### config.mk
export PLATFORM = sky130hd
export DESIGN_NAME = dt_skeleton_scan
export DESIGN_NICKNAME = d
export VERILOG_FILES = /design/src/rtl/dt_skeleton_scan.sv
export SDC_FILE = /design/constraint.sdc
export NUM_CORES = 1
export LEC_CHECK = 0
export CORE_AREA = 2 2 97 99
export CTS_CLUSTER_SIZE = 14
export DETAILED_ROUTE_END_ITERATION = 12
export DIE_AREA = 0 0 99 101
export PLACE_DENSITY = 0.85
export SETUP_SLACK_MARGIN = 0.1
export SKIP_LAST_GASP = 1
export SYNTH_ARGS = -nofsm -noshare
export SYNTH_HDL_FRONTEND = slang
export SYNTH_SLANG_ARGS = --single-unit
### constraint.sdc
create_clock -name clk -period 6.24 [get_ports clk]
set_clock_uncertainty 0.1 [all_clocks]
set_input_delay 1.248 -clock clk [delete_from_list [all_inputs] [get_ports clk]]
set_output_delay 1.248 -clock clk [all_outputs]
set_load 0.05 [all_outputs]
### src/rtl/dt_skeleton_scan.sv
// Skeleton scan: marks local maxima of the DT map into a packed binary RAM.
// Define SKEL_8NB_EN to compare against 8 neighbours instead of 4.
module dt_skeleton_scan #(
  parameter int MIN_DIST = 1,
  parameter int DW       = 8
) (
  input  logic          clk,
  input  logic          reset,
  input  logic          start,
  output logic          res_rd,
  output logic [13:0]   res_addr,
  input  logic [DW-1:0] res_di,
  output logic          sk_wr,
  output logic [9:0]    sk_addr,
  output logic [15:0]   sk_do,
  output logic          done,
  output logic [13:0]   sk_count,
  output logic [DW-1:0] max_val,
  output logic [13:0]   max_addr
);

`ifdef SKEL_8NB_EN
  localparam int CW = 3;
`else
  localparam int CW = 2;
`endif

  localparam logic [CW-1:0] CNT_LAST = '1;
  localparam logic [DW-1:0] MIN_D    = DW'(MIN_DIST);
  localparam logic [13:0]   PIX_LAST = 14'h3FFF;
  localparam logic [13:0]   CNT_MAX  = 14'h3FFF;

  typedef enum logic [2:0] {
    S_IDLE,
    S_RD_C,
    S_RD_NB,
    S_NEXT,
    S_WR,
    S_DONE
  } state_t;

  state_t        state_q, state_d;
  logic [13:0]   pix_q, pix_d;
  logic [15:0]   word_q, word_d;
  logic [CW-1:0] cnt_q, cnt_d;
  logic [DW-1:0] center_q, center_d;
  logic          mark_q, mark_d;
  logic [13:0]   sk_count_q, sk_count_d;
  logic [DW-1:0] max_val_q, max_val_d;
  logic [13:0]   max_addr_q, max_addr_d;

  logic [6:0] px;
  logic [6:0] py;
  logic       border;
  logic       go;

  // Signed offsets in 14-bit two's complement; border exclusion keeps
  // every neighbour address inside the image.
  function automatic logic [13:0] nb_off(input logic [CW-1:0] c);
    nb_off = '0;
`ifdef SKEL_8NB_EN
    unique case (c)
      3'd0: nb_off = 14'h3F7F;
      3'd1: nb_off = 14'h3F80;
      3'd2: nb_off = 14'h3F81;
      3'd3: nb_off = 14'h3FFF;
      3'd4: nb_off = 14'h0001;
      3'd5: nb_off = 14'h007F;
      3'd6: nb_off = 14'h0080;
      3'd7: nb_off = 14'h0081;
      default: nb_off = '0;
    endcase
`else
    unique case (c)
      2'd0: nb_off = 14'h3F80;
      2'd1: nb_off = 14'h3FFF;
      2'd2: nb_off = 14'h0001;
      2'd3: nb_off = 14'h0080;
      default: nb_off = '0;
    endcase
`endif
  endfunction

  assign px     = pix_q[6:0];
  assign py     = pix_q[13:7];
  assign border = (px == 7'd0) || (px == 7'h7F) ||
                  (py == 7'd0) || (py == 7'h7F);
  assign go     = start &&
                  ((state_q == S_IDLE) || (state_q == S_DONE));

  always_comb begin
    state_d    = state_q;
    pix_d      = pix_q;
    word_d     = word_q;
    cnt_d      = cnt_q;
    center_d   = center_q;
    mark_d     = mark_q;
    sk_count_d = sk_count_q;
    max_val_d  = max_val_q;
    max_addr_d = max_addr_q;
    res_rd     = 1'b0;
    res_addr   = '0;
    sk_wr      = 1'b0;
    sk_addr    = '0;
    sk_do      = '0;
    done       = 1'b0;

    unique case (state_q)
      S_IDLE: ;
      S_RD_C: begin
        if (border) begin
          mark_d  = 1'b0;
          state_d = S_NEXT;
        end else begin
          res_rd   = 1'b1;
          res_addr = pix_q;
          if (res_di < MIN_D) begin
            mark_d  = 1'b0;
            state_d = S_NEXT;
          end else begin
            center_d = res_di;
            cnt_d    = '0;
            state_d  = S_RD_NB;
          end
        end
      end
      S_RD_NB: begin
        res_rd   = 1'b1;
        res_addr = pix_q + nb_off(cnt_q);
        if (res_di > center_q) begin
          mark_d  = 1'b0;
          state_d = S_NEXT;
        end else if (cnt_q == CNT_LAST) begin
          mark_d  = 1'b1;
          state_d = S_NEXT;
        end else begin
          cnt_d = cnt_q + 1'b1;
        end
      end
      S_NEXT: begin
        word_d = {word_q[14:0], mark_q};
        if (mark_q) begin
          if (sk_count_q != CNT_MAX)
            sk_count_d = sk_count_q + 14'd1;
          // strict compare keeps the first maximum in raster order
          if (center_q > max_val_q) begin
            max_val_d  = center_q;
            max_addr_d = pix_q;
          end
        end
        if (pix_q[3:0] == 4'hF) begin
          state_d = S_WR;
        end else begin
          pix_d   = pix_q + 14'd1;
          state_d = S_RD_C;
        end
      end
      S_WR: begin
        sk_wr   = 1'b1;
        sk_addr = pix_q[13:4];
        sk_do   = word_q;
        if (pix_q == PIX_LAST) begin
          state_d = S_DONE;
        end else begin
          pix_d   = pix_q + 14'd1;
          state_d = S_RD_C;
        end
      end
      S_DONE: done = 1'b1;
      default: state_d = S_IDLE;
    endcase

    if (go) begin
      pix_d      = '0;
      word_d     = '0;
      sk_count_d = '0;
      max_val_d  = '0;
      max_addr_d = '0;
      state_d    = S_RD_C;
    end
  end

  always_ff @(posedge clk) begin
    if (reset) begin
      state_q    <= S_IDLE;
      pix_q      <= '0;
      word_q     <= '0;
      cnt_q      <= '0;
      center_q   <= '0;
      mark_q     <= 1'b0;
      sk_count_q <= '0;
      max_val_q  <= '0;
      max_addr_q <= '0;
    end else begin
      state_q    <= state_d;
      pix_q      <= pix_d;
      word_q     <= word_d;
      cnt_q      <= cnt_d;
      center_q   <= center_d;
      mark_q     <= mark_d;
      sk_count_q <= sk_count_d;
      max_val_q  <= max_val_d;
      max_addr_q <= max_addr_d;
    end
  end

  assign sk_count = sk_count_q;
  assign max_val  = max_val_q;
  assign max_addr = max_addr_q;

endmodule

# [Word-level counts from Yosys, hierarchy flattened]
# Index checks and enable logic that the tools add are counted.
[word_totals] input_bits=11 reg_bits=80 output_inout_bits=79
[op_classes] n_mux=31 n_bitwise=3 magnitude_cmp=3 reduce_logical=21 n_eq_ne=23 n_addsub=4
[op_table] cell="two-way mux 14 bit" count=4
[op_table] cell="one-hot mux 14 bit (2 select lines)" count=2
[op_table] cell="one-hot mux 14 bit (4 select lines)" count=1
[op_table] cell="adder 14 x 1 -> 14 bit (second input constant)" count=2
[op_table] cell="greater-than comparator 8 bit" count=2
[op_table] cell="two-way mux 16 bit" count=1
[op_table] cell="one-hot mux 3 bit (5 select lines)" count=1
[op_table] cell="AND reduction 3 bit" count=5
[op_table] cell="adder 14 bit" count=1
[op_table] cell="== test 14 bit (second input constant)" count=1
[op_table] cell="== test 7 bit (second input constant)" count=2
[op_table] cell="zero test 7 bit" count=2
[op_table] cell="inequality test 14 bit (second input constant)" count=1
[op_table] cell="two-way mux 3 bit" count=4
[op_table] cell="inequality test 2 bit (second input constant)" count=6
[op_table] cell="two-way mux 1 bit" count=10
[op_table] cell="two-way mux 10 bit" count=1
[op_table] cell="< comparator 8 x 1 -> 1 bit (second input constant)" count=1
[op_table] cell="two-way mux 2 bit" count=4
[op_table] cell="== test 3 x 2 -> 1 bit (second input constant)" count=2
[op_table] cell="== test 3 bit (second input constant)" count=2
[op_table] cell="inequality test 3 bit (second input constant)" count=2
[op_table] cell="AND reduction 5 bit" count=1
[op_table] cell="== test 2 bit (second input constant)" count=2
[op_table] cell="other kinds (16)" count=25

# [Longest topological paths before layout]
[depth] word_depth=7 depth_mapped=14 depth_no_buf=11

# [Least setup slack after synthesis]
# Ideal clock, no wire load.
[synth_path] kind="flip-flop to output port" start="reg cnt_q[1]" end="out res_addr[12]" path_slack_ns=1.728 stages_incl_launch_ff=13 t_arrival_ns=3.164 n_path_buf=3 cell_sequence="dfxtp_1 inv_1 ha_1 buf_2 buf_2 buf_2 xor2_1 ha_1 or3_1 a21oi_2 o41ai_1 a211o_1 o211ai_1"
[synth_via] elab_chain_cells=5 elab_cells_between_ends=8
[synth_lines] item="from (decl)" line="45" source="logic [CW-1:0] cnt_q, cnt_d;"
[synth_lines] item="from (signal assigned)" line="198" source="cnt_q <= cnt_d;"
[synth_lines] item="== test 2 bit, or another cell as far along" line="74" source="unique case (c)"
[synth_lines] item="one-hot mux 14 bit (4 select lines) *" line="74"
[synth_lines] item="two-way mux 14 bit *" line="108" source="unique case (state_q)"
[synth_lines] item="adder 14 bit *" line="129" source="res_addr = pix_q + nb_off(cnt_q);"
[synth_lines] item="one-hot mux 14 bit (2 select lines) *" line="108"
[synth_lines] item="to (decl)" line="11" source="output logic [13:0] res_addr,"
# Every way passes the cells marked *; elsewhere a longest branch is shown, timed or not. The select of a mux whose other input is x is not followed.

# [Worst setup path after layout]
# Same ends and word-level chain as after synthesis.

==> flow_summary_export.csv <==
group,metric,value,unit
run_status,status,"completed",
route,antenna_left,0,
timing,min_period_over_period,91.4,%
clock_tree,clock_sinks,80,
global_routing,grt_overflow,0,
timing,worst_pin_slew,1230,ps
place,portBuffers,89,
floorplan,rows,35,
clock_tree,root_buffer,"clkbuf_8",
yosys,yosysTopAreaCellShare,31.8,%
yosys,synth_flop_cell,"dfxtp_1",
layout,syn_to_final_growth,20.9,%
setup_path,end_kind,"primary output",
clock_tree,htreeDepth,3,
pwr,p_per_area,173,nW/µm²
timing,setup_viol,0,
pwr,leakage,2.16,nW
layout,final_layout_size_suffix_gt1_share,4.81,%
timing,whs,360,ps
route,via_per_inst,5.89,
clock_tree,cts-resized-gates,0,
yosys,synth_cells,661,
route,drt-total-wl,13300,µm
setup_path,cp-startpoint,"cnt_q[1]",
yosys,ys_seq_area_share,31.8,%
layout,diodes,0,
yosys,synth_nets,704,
clock_tree,worstSkewPairLatency,360,ps
yosys,yosys-top-cells-area,"dfxtp_1, ha_1, a21oi_1, nand2_1, nor2_1",
setup_path,worst_ep_required_time,4890,ps
floorplan,dieArea,10000,µm²
layout,layout_commonest_cell,"clkdlybuf4s50_1",
clock_tree,postCtsSetupRepairBufs,0,
clock_tree,cts.path.max_buffers,2,
layout,final_net_count,765,
place,place_congestion,0.901,
layout,final_cells,838,
clock_tree,cts.reportedPaths.clkPinSlew,80,ps
yosys,synth_top_cell_by_area,"dfxtp_1",
hold_path,hp-start,"word_q[15]",
route,top_layer_used,"met4",
setup_path,crit_fanout,27,
setup_path,arrival,4350,ps
clock_tree,cts_tree,"yes",
floorplan,fp.dieW,99,µm
setup_path,r2r_slack,3340,ps
global_routing,grt_max_degree,68,
setup_path,timing.rr.start,"pix_q[1]",
route,dr.pass1.iters,5,
place,hpwlAfterDp,9470,µm
floorplan,die_y,101,µm
global_routing,grt_pass1_vias,4613,
yosys,synth.avg_cell_area,7.62,µm²
global_routing,grt_antenna_before_repair,0,
timing,max_freq,175,MHz
yosys,synth_cell_type_count,68,
route,met1Wirelength,5700,µm
timing,maxSlewViolCount,0,
timing,hold_viol_final,0,
setup_path,r2r_cells,8,
timing,min_period,5700,ps
yosys,ys_async_sr_fraction,0,%
timing,slew_headroom,17.9,%
layout,final_cell_mix,"clkdlybuf4s50_1, dfxtp_1, a21oi_1, nand2_1, nor2_1",
yosys,yosys_warnings,0,
setup_path,endpoint,"res_addr[12]",
floorplan,core_area,8980,µm²
timing,rsz0062_at_grt,"false",
pwr,vdd_drop_max,0.000125,V
hold_path,hp-class,"flop to flop",
route,avgRoutedWirePerCell,15.9,µm
route,dr_wl_met3,760,µm
yosys,syn_area,5040,µm²
timing,finalSetupTns,0,ps
route,wl_met2,6540,µm
global_routing,grt.total_usage,26.7,%
setup_path,r2r-end,"cnt_q[0]",
setup_path,start_kind,"flop",
route,drt-initial-drc-count,269,
yosys,synth-seq-cells,80,
global_routing,grt_pass1_wl,21700,µm
yosys,synth_edf_count,0,
floorplan,io_pins,90,
clock_tree,postCtsHoldBufs,0,
clock_tree,numCtsBuffers,9,
floorplan,start_util,56.1,%
flow_run,cap_violations,0,
route,vias,4933,
route,drc,0,
place,post-place-cells,822,
setup_path,critPathKind,"flop to primary output",
==> final cells by class <==
type | count | area [µm²]
timing repair buffer | 92 | 913
fill | 731 | 2880
sequential | 80 | 1600
clock buffer | 11 | 141
clock inverter | 5 | 56.3
tap | 111 | 139
inverter | 31 | 116
multi-input combinational | 508 | 3130
==> Yosys cell counts (7+ instances only) <==
cell type and number:
a21o_1 8, a21oi_1 77, and2_1 25, buf_2 14, clkbuf_1 22, dfxtp_1 80
ha_1 32, inv_1 30, nand2_1 69, nand2b_1 8, nand3_1 42, nor2_1 65
nor3_1 8, nor4_1 7, o21ai_0 36, o22ai_1 8, xnor2_1 10, xor2_1 23
==> registers in the layout, summed over array words and instances, names as in the netlist, 2 cells and up <==
register	count
word_q	16
max_addr	14
pix_q	14
sk_count	14
center_q	8
max_val	8
state_q	3
cnt_q	2
==> where the power goes <==
part | switching (mW) | internal (mW)
logic | 0.0950 | 0.0485
registers | 0.00685 | 0.513
clock network | 0.194 | 0.195
==> per-stage QoR <==
stage	utilization [%]	setup WS, ps	cell area [µm²]	power (mW)
6_report	67.9	537	6090	1.05
5_1_grt	67.9	191	6090	1.09
4_1_cts	67.9	618	6090	1.05
3_5_place_dp	65.7	1000	5900	0.673
3_3_place_gp	65.7	1170	5900	0.670
2_1_floorplan	-	1730	5040	0.633
==> kinds of logic after synthesis <==
logic type / count (synthesis) / share of synthesized area [%]
buffers and inverters: 73 / 6.26
flip-flops: 80 / 31.8
AND/OR/NAND/NOR: 265 / 25.8
adder cells (fa/ha/maj): 32 / 7.94
AO/OA/AOI/OAI: 172 / 21.2
multiplexers: 6 / 1.22
XOR/XNOR: 33 / 5.73
==> per-layer routing <==
layer	track usage [%]	vias up
met5	0	-
met4	8.54	0
met3	6.52	30
met2	47.2	161
met1	31.7	2315
li1	-	2427
==> worst min path at each step <==
stage               cells after the start  slack [ps]    endpoint
floorplan                               2         330  word_q[15]
global placement                        2         340  word_q[15]
detailed placement                      2         350  word_q[15]
CTS                                     2         360   word_q[1]
global route                            2         380  word_q[10]
finish                                  2         360  word_q[15]
==> worst max-delay path, cell delays in order, from the launching register on <==
cell and delay, ps:
dfxtp_1 340, inv_1 180, ha_1 800, xor2_1 210, ha_1 240, or3_1 150
a21oi_2 70, o41ai_1 510, a211o_1 250, nor4b_1 240, o21ai_1 90, o211ai_1 100
clkdlybuf4s50_1 830
Power figures use the tool's default switching activity.
